**src/rtl/fetch_queue.sv**
```systemverilog
`default_nettype none
// ============================================================================
// fetch_queue : instruction fetch unit feeding decode through a prefetch queue
// Rev 1.0
// ============================================================================
module fetch_queue #(
   parameter int                  PC_WIDTH = 32,
   parameter int                  IWIDTH   = 32,
   parameter int                  QDEPTH   = 4,
   parameter logic [PC_WIDTH-1:0] RESET_PC = '0
) (
   input  logic                      fq_clk,
   input  logic                      fq_rst,
   input  logic                      fq_i_ce,
   input  logic                      fq_i_redirect,
   input  logic [PC_WIDTH-1:0]       fq_i_target,
   output logic                      fq_o_imem_req,
   output logic [PC_WIDTH-1:0]       fq_o_imem_addr,
   input  logic [IWIDTH-1:0]         fq_i_imem_data,
   output logic                      fq_o_valid,
   input  logic                      fq_i_ready,
   output logic [IWIDTH-1:0]         fq_o_instr,
   output logic [PC_WIDTH-1:0]       fq_o_pc,
   output logic [$clog2(QDEPTH):0]   fq_o_count
);

   localparam int               PTR_W   = $clog2(QDEPTH);
   localparam int               CNT_W   = PTR_W + 1;
   localparam logic [CNT_W:0]   DEPTH_C = (CNT_W + 1)'(QDEPTH);

   if ((QDEPTH < 2) || ((QDEPTH & (QDEPTH - 1)) != 0)) begin : g_bad_depth
      $error("fetch_queue: QDEPTH must be a power of two and at least 2");
   end

   logic [PC_WIDTH-1:0] fetch_pc_q,    fetch_pc_d;
   logic                inflight_q,    inflight_d;
   logic [PC_WIDTH-1:0] inflight_pc_q, inflight_pc_d;
   logic [PTR_W-1:0]    rd_ptr_q,      rd_ptr_d;
   logic [PTR_W-1:0]    wr_ptr_q,      wr_ptr_d;
   logic [CNT_W-1:0]    count_q,       count_d;
   logic                post_rst_q,    post_rst_d;

   logic [IWIDTH-1:0]   ent_instr_q [QDEPTH];
   logic [PC_WIDTH-1:0] ent_pc_q    [QDEPTH];

   logic                head_valid;
   logic                pop;
   logic                push;
   logic                req;
   logic [CNT_W:0]      credit_use;
   logic                unused_target_lsbs;

   assign unused_target_lsbs = ^fq_i_target[1:0];

   // Credit: entries held + response in flight - entry leaving this cycle
   always_comb begin
      head_valid = (count_q != '0);
      pop        = head_valid & fq_i_ready;
      push       = inflight_q & ~fq_i_redirect & ~fq_rst;
      credit_use = {1'b0, count_q}
                 + {{CNT_W{1'b0}}, inflight_q}
                 - {{CNT_W{1'b0}}, pop};
      req        = fq_i_ce & ~fq_i_redirect & ~fq_rst & ~post_rst_q
                 & (credit_use < DEPTH_C);
   end

   always_comb begin
      fetch_pc_d    = fetch_pc_q;
      inflight_d    = 1'b0;
      inflight_pc_d = inflight_pc_q;
      rd_ptr_d      = rd_ptr_q;
      wr_ptr_d      = wr_ptr_q;
      count_d       = count_q;
      post_rst_d    = 1'b0;

      if (fq_i_redirect) begin
         // Flush wins over any same-cycle push or pop
         fetch_pc_d = {fq_i_target[PC_WIDTH-1:2], 2'b00};
         rd_ptr_d   = '0;
         wr_ptr_d   = '0;
         count_d    = '0;
      end else begin
         if (pop) begin
            rd_ptr_d = rd_ptr_q + PTR_W'(1);
         end
         if (push) begin
            wr_ptr_d = wr_ptr_q + PTR_W'(1);
         end
         count_d = count_q + CNT_W'(push) - CNT_W'(pop);
         if (req) begin
            fetch_pc_d    = fetch_pc_q + PC_WIDTH'(4);
            inflight_d    = 1'b1;
            inflight_pc_d = fetch_pc_q;
         end
      end
   end

   always_ff @(posedge fq_clk) begin
      if (fq_rst) begin
         fetch_pc_q    <= RESET_PC;
         inflight_q    <= 1'b0;
         inflight_pc_q <= '0;
         rd_ptr_q      <= '0;
         wr_ptr_q      <= '0;
         count_q       <= '0;
         post_rst_q    <= 1'b1;
      end else begin
         fetch_pc_q    <= fetch_pc_d;
         inflight_q    <= inflight_d;
         inflight_pc_q <= inflight_pc_d;
         rd_ptr_q      <= rd_ptr_d;
         wr_ptr_q      <= wr_ptr_d;
         count_q       <= count_d;
         post_rst_q    <= post_rst_d;
      end
   end

   always_ff @(posedge fq_clk) begin
      if (push) begin
         ent_instr_q[wr_ptr_q] <= fq_i_imem_data;
         ent_pc_q[wr_ptr_q]    <= inflight_pc_q;
      end
   end

   assign fq_o_imem_req  = req;
   assign fq_o_imem_addr = fetch_pc_q;
   assign fq_o_valid     = head_valid;
   assign fq_o_instr     = head_valid ? ent_instr_q[rd_ptr_q] : '0;
   assign fq_o_pc        = head_valid ? ent_pc_q[rd_ptr_q] : '0;
   assign fq_o_count     = count_q;

endmodule
`default_nettype wire

```
**config.mk**
```make
export PLATFORM = sky130hd
export DESIGN_NAME = fetch_queue
export DESIGN_NICKNAME = d
export VERILOG_FILES = /design/src/rtl/fetch_queue.sv
export SDC_FILE = /design/constraint.sdc
export NUM_CORES = 1
export LEC_CHECK = 0
export CAP_MARGIN = 20
export CELL_PAD_IN_SITES_DETAIL_PLACEMENT = 1
export CELL_PAD_IN_SITES_GLOBAL_PLACEMENT = 2
export CORE_ASPECT_RATIO = 1.75
export CORE_MARGIN = 1.5
export CORE_UTILIZATION = 39
export CTS_CLUSTER_SIZE = 14
export DETAILED_ROUTE_END_ITERATION = 8
export PLACE_DENSITY = 0.9
export RECOVER_POWER = 25
export SLEW_MARGIN = 20
export SYNTH_ARGS = -nofsm -noshare
export SYNTH_HDL_FRONTEND = slang
export SYNTH_SLANG_ARGS = --single-unit
```
**constraint.sdc**
```tcl
create_clock -name fq_clk -period 3.2 [get_ports fq_clk]
set_input_delay 0.32 -clock fq_clk [delete_from_list [all_inputs] [get_ports fq_clk]]
set_output_delay 0.32 -clock fq_clk [all_outputs]
set_load 0.01 [all_outputs]
```
* After elaboration in Yosys (flattened, before gate mapping)
Memory sizes are Yosys's and may differ from the RTL's. A register that Yosys moved wholly into a read port is not among the register bits. Cells that the tools add are included. W data, S select, Z words.
Operators by class: add/sub/neg operators 7, multiply operators 0, div/mod/pow operators 0, order comparisons 1, eq/ne operators 0, shift operators 0, mux-type cells 12, bitwise gates (word level) 10, reductions and logical operators 4
Operators with widths (number):
- $mux W32 | 4
- $add A32 B3 Y32 const B | 1
- $mux W2 | 4
- $and A1 B1 Y1 | 7
- $add A2 B1 Y2 const B | 2
- $add A3 B1 Y4 | 1
- $lt A4 B3 Y1 const B | 1
- $mux W1 | 4
- $sub A4 B1 Y4 | 1
- $add A3 B1 Y3 | 1
- $not A1 Y1 | 3
- $reduce_bool A3 Y1 | 1
- $sub A3 B1 Y3 | 1
- $reduce_and A2 Y1 | 1
- $reduce_bool A2 Y1 | 1
- $reduce_or A2 Y1 | 1
Storage, ports and cells: register bits 73, latch bits 0, RAM bits 256, ROM bits 0, input bits 69, output and inout bits 101, word-level logic and storage cells 44, memories 2
Memory list:
- ent_instr_q | words 4, width 32, rd ports 1, clocked after memory_dff 1, write ports 1, RTL line 43 | logic [IWIDTH-1:0] ent_instr_q [QDEPTH];
- ent_pc_q | words 4, width 32, rd ports 1, clocked after memory_dff 1, write ports 1, RTL line 44 | logic [PC_WIDTH-1:0] ent_pc_q [QDEPTH];

* Logic depth before layout (Yosys ltp)
depth after elaboration 7, gate-level depth with buffers 12

* Least setup slack after synthesis
No wires, ideal clock.
kind reg-to-reg, start register count_q[2] (netlist: fq_o_count[2]), end register fetch_pc_q[15] (netlist: fq_o_imem_addr[15]), arrival 2.721 ns, path slack 0.388 ns, stages on the path, launching flop included 10, period minus slack after synthesis 2.812 ns, cells stage by stage dfxtp_1 > or3_1 > clkbuf_1 > nand2_1 > or2_2 > ha_1 > a31o_2 > mux2_4 > or4_1 > a311oi_1
Between the ends: word-level cells in the longest chain between the ends 6
RTL lines:
- start, declared | RTL line 40 | logic [CNT_W-1:0] count_q, count_d;
- start signal, assigned | RTL line 113 | count_q <= count_d;
- parallel branches: the longest is 2 deep, another holds $add A3 B1 Y4
- $sub A4 B1 Y4 (*) | RTL line 62 | - {{CNT_W{1'b0}}, pop};
- $lt A4 B3 Y1 (*) | RTL line 64 | & (credit_use < DEPTH_C);
- $and A1 B1 Y1 (*) | RTL line 64
- $reduce_bool A2 Y1 (no line) (*)
- end signal, assigned | RTL line 108 | fetch_pc_q <= fetch_pc_d;
- end, declared | RTL line 35 | logic [PC_WIDTH-1:0] fetch_pc_q, fetch_pc_d;
Every way passes the cells marked *. A chain may end at the register's enable or synchronous reset.

* Worst setup path after layout
start register count_q[2] (netlist: fq_o_count[2]), end output port fq_o_imem_req
Between the ends: word-level cells in the longest chain between the ends 5
RTL lines:
- parallel branches: the longest is 2 deep, another holds $add A3 B1 Y4
- $sub A4 B1 Y4 (*) | RTL line 62
- $lt A4 B3 Y1 (*) | RTL line 64
- $and A1 B1 Y1 (*) | RTL line 64
- end, declared | RTL line 17 | output logic fq_o_imem_req,
Marked as above.

==> PnR_summary.wiki <==
{| class="wikitable"
! Metric !! Value
|-
| Run status || finished with violations
|-
| Failing checks || DRC
|-
| Number of placed cells counting well taps || 1360
|-
| Slew @ Worst Pin || 1.06 ns
|-
| Register bit total from synthesis || 319
|-
| Number of global-route vias before repair || 8230
|-
| R2r startpoint || fq_o_count[2]$_SDFF_PP0_
|-
| CORE AREA || 32200 sq um
|-
| DRC || 11
|-
| CTS root buf || sky130_fd_sc_hd__clkbuf_16
|-
| Category of the most critical setup path || reg -> out
|-
| Kind of cell adding the most delay to the critical path || simple AND/OR/NAND/NOR gates
|-
| Top FF cell, synth || sky130_fd_sc_hd__edfxtp_1
|-
| Source of the critical timing path || fq_o_count[2]$_SDFF_PP0_
|-
| Number of standard cells in the layout, taps in and fillers out || 1423
|-
| Minimum clock period after layout || 3.09 ns
|-
| Die outline width || 140 um
|-
| Post-route clock skew || 0.0119 ns
|-
| Cell variety after synth || 50
|-
| Async set or reset register ratio after synthesis || 0
|-
| Sequential element share of the synthesized area || 0.695
|-
| Multiplexer fraction of the synthesized cell area || 0.113
|-
| Final worst path period share || 0.966
|-
| Element type at the critical path end || output pin
|-
| Compound-gate portion of the synthesized area || 0.0487
|-
| Endpoints failing hold || 0
|-
| Standard-cell row count || 87
|-
| Buffers on Ports || 163
|-
| Worst-case vdd ir drop || 0.362 mV
|-
| Adder-Cell Fraction of Synth Area || 0.00941
|-
| Hold WC Path Type || in -> reg
|-
| Synth Cell Area || 12800 sq um
|-
| Final HPWL from detailed placement || 19.9 mm
|-
| Largest net degree at the start of global routing || 66
|-
| Routability-driven placement congestion ratio || 0.747
|-
| Cells traversed along the worst timing path || or3_2 -> nand2_1 -> or2_2 -> ha_1 -> a31o_2 -> mux2i_4 -> inv_1 -> dlygate4sd2_1
|-
| Level count of the clock H-tree || 1
|-
| Global router's overall resource usage || 0.177
|-
| Average wire per cell in the routed design || 20.8 um
|-
| Number of optimization iterations in the first detailed-route pass || 6
|-
| Required @ worst endpoint || 2.88 ns
|-
| Crit-path slowest cell || sky130_fd_sc_hd__or3_2
|-
| Fraction of final layout cells sized beyond drive strength 1 || 0.144
|-
| Buffers from clock root to sink, at most || 3
|-
| Die Y || 242 um
|-
| Number of maximum-capacitance violations || 0
|-
| Fin nets || 1079
|-
| WL final || 29.7 mm
|-
| Max-slew violations || 0
|-
| Total gr overflow || 0
|-
| Number of violations reported at the end of detailed-routing iteration 0 || 371
|-
| Combinational family with the most area after synthesis || multiplexers
|-
| Clock input transition at the sequential cells of the worst setup and hold paths || 0.07 ns
|-
| Overall die area || 33900 sq um
|-
| Clock buffer count from CTS || 28
|-
| Most frequent cells in the layout || sky130_fd_sc_hd__edfxtp_1 (248), sky130_fd_sc_hd__clkdlybuf4s50_1 (129), sky130_fd_sc_hd__nand2_1 (101)
|-
| Number of sinks handled by clock tree synthesis || 319
|-
| Number of buffers and inverters on the critical path || 2
|-
| Most frequent standard cell in the layout excluding fill and tap cells || sky130_fd_sc_hd__edfxtp_1
|-
| Number of hold buffers added after cts || 0
|-
| Critical Path Fanout Max || 5
|-
| Worst slew margin relative to its limit || 0.274
|-
| Average cell area after synthesis || 15.5 sq um
|-
| Top Ports || 170
|-
| Number of cells produced by synthesis || 824
|-
| Initial standard-cell utilization of the core || 0.396
|-
| Post-synthesis xor/xnor area fraction || 0.00412
|-
| Power per cell area || 507 nW/um^2
|-
| Drt via density || 5.36
|-
| Global-route wire length before repair || 46.7 mm
|-
| CP peak stage delay || 0.50 ns
|-
| Sum of negative setup slack || 0 ns
|-
| Count of synthesis-stage warnings from yosys || 0
|-
| Clock tree from TritonCTS || built
|-
| Final count of negative-setup-slack endpoints || 0
|-
| Beginning of the worst hold path || fq_rst
|-
| Routed vias || 7627
|-
| Number of antenna violations at the first check in global routing || 0
|-
| Setup repair after global routing missed its margin || false
|-
| Area overhead of the layout relative to synthesis || 25.2%
|-
| Max frequency || 324 MHz
|-
| Critical path launch point type || flip-flop
|-
| Count of flip-flops with a built-in enable after synthesis || 248
|-
| Worst-Skew Late Latency || 0.54 ns
|-
| Reported leakage power || 5.06 nW
|-
| Count of antenna diodes in the layout || 0
|-
| Simple-gate share of the synthesized area || 0.107
|-
| Data arrival time of the worst path || 2.77 ns
|-
| Detail Route Antenna Nets || 0
|}
-- logic make-up after synthesis --
family | after synthesis
DFF | 319
and+or+nand+nor | 264
AOI/OAI and AO/OA | 94
muxes | 66
buffers and inverters | 65
adders and majority gates | 9
xor gates and xnor gates | 6
other | 1
-- tightest hold or removal path, stage by stage --
cell and delay [ns]:
sky130_fd_sc_hd__buf_2 0.09, sky130_fd_sc_hd__or2_1 0.30, sky130_fd_sc_hd__nor2_1 0.08
-- power breakdown --
part | total, mW | switching [mW] | internal [mW]
Clock | 3.26 | 1.40 | 1.87
Sequential | 4.52 | 0.0526 | 4.47
Combinational | 0.329 | 0.155 | 0.174
-- state kept, by name, summed over array words and instances, names as in the netlist, named ones only --
name	flops
post_rst_q	1
fq_o_count	3
inflight_pc_q	30
rd_ptr_q	2
ent_pc_q	120
ent_instr_q	128
fq_o_imem_addr	30
wr_ptr_q	2
inflight_q	1
-- per-layer routing --
layer / track usage / routed length [um]
met1: 0.202 / 11400
met2: 0.340 / 16400
met3: 0.0164 / 973
met4: 0.0622 / 832
met5: 0 / 0
-- final timing paths --
| check | end | slack, ns | depth (start not counted) |
|---|---|---|---|
| setup reg to reg | fq_o_imem_addr[27]$_SDFFE_PP0P_ | 0.28 | 10 |
| hold / removal | fq_o_count[2]$_SDFF_PP0_ | 0.29 | 3 |
| hold reg to reg | ent_pc_q[0][16]$_DFFE_PP_ | 0.50 | 0 |
| setup / recovery | fq_o_imem_req | 0.11 | 8 |
-- area by class of cell --
| cell class | instances | area (sq um) |
|---|---|---|
| Tap cell | 400 | 500 |
| Clock buffer | 47 | 843 |
| Sequential cell | 319 | 8880 |
| Timing Repair Buffer | 198 | 2030 |
| Inverter | 11 | 41.3 |
| Clock inverter | 5 | 48.8 |
| Multi-Input combinational cell | 443 | 3650 |
| Fill cell | 3183 | 16200 |
-- per-stage QoR --
step	power (mW)	worst slack, ns	hold slack (ns)	area (sq um)	utilization
after floorplan	4.73	0.388	0.348	12800	-
after CTS	8.20	0.0153	0.290	15900	0.494
after global routing	8.35	0.0180	0.353	16000	0.496
final	8.11	0.109	0.287	16000	0.496
after detailed placement	4.95	0.0704	0.497	15000	0.466
after global placement	4.94	0.130	0.471	15000	0.466
-- synth_stat cells, drive strengths merged (11+ instances only) --
cell	number	area, sq um
buf	23	131
or4	11	82.6
clkbuf	31	116
nor2	14	52.6
nand4	12	75.1
nand2	101	379
a21oi	32	160
dfxtp	71	1420
and2	66	413
inv	11	41.3
a31oi	24	150
mux4	62	1400
nand3	17	85.1
or3	11	68.8
edfxtp	248	7450
-- timing repair --
| item | 4_1_cts | 5_1_grt |
|---|---|---|
| buffers inserted | 0 | 11 |
| setup endpoints to repair | 1 | 2 |
| gates resized for setup | 1 | 0 |
Power figures use the tool's default switching activity.
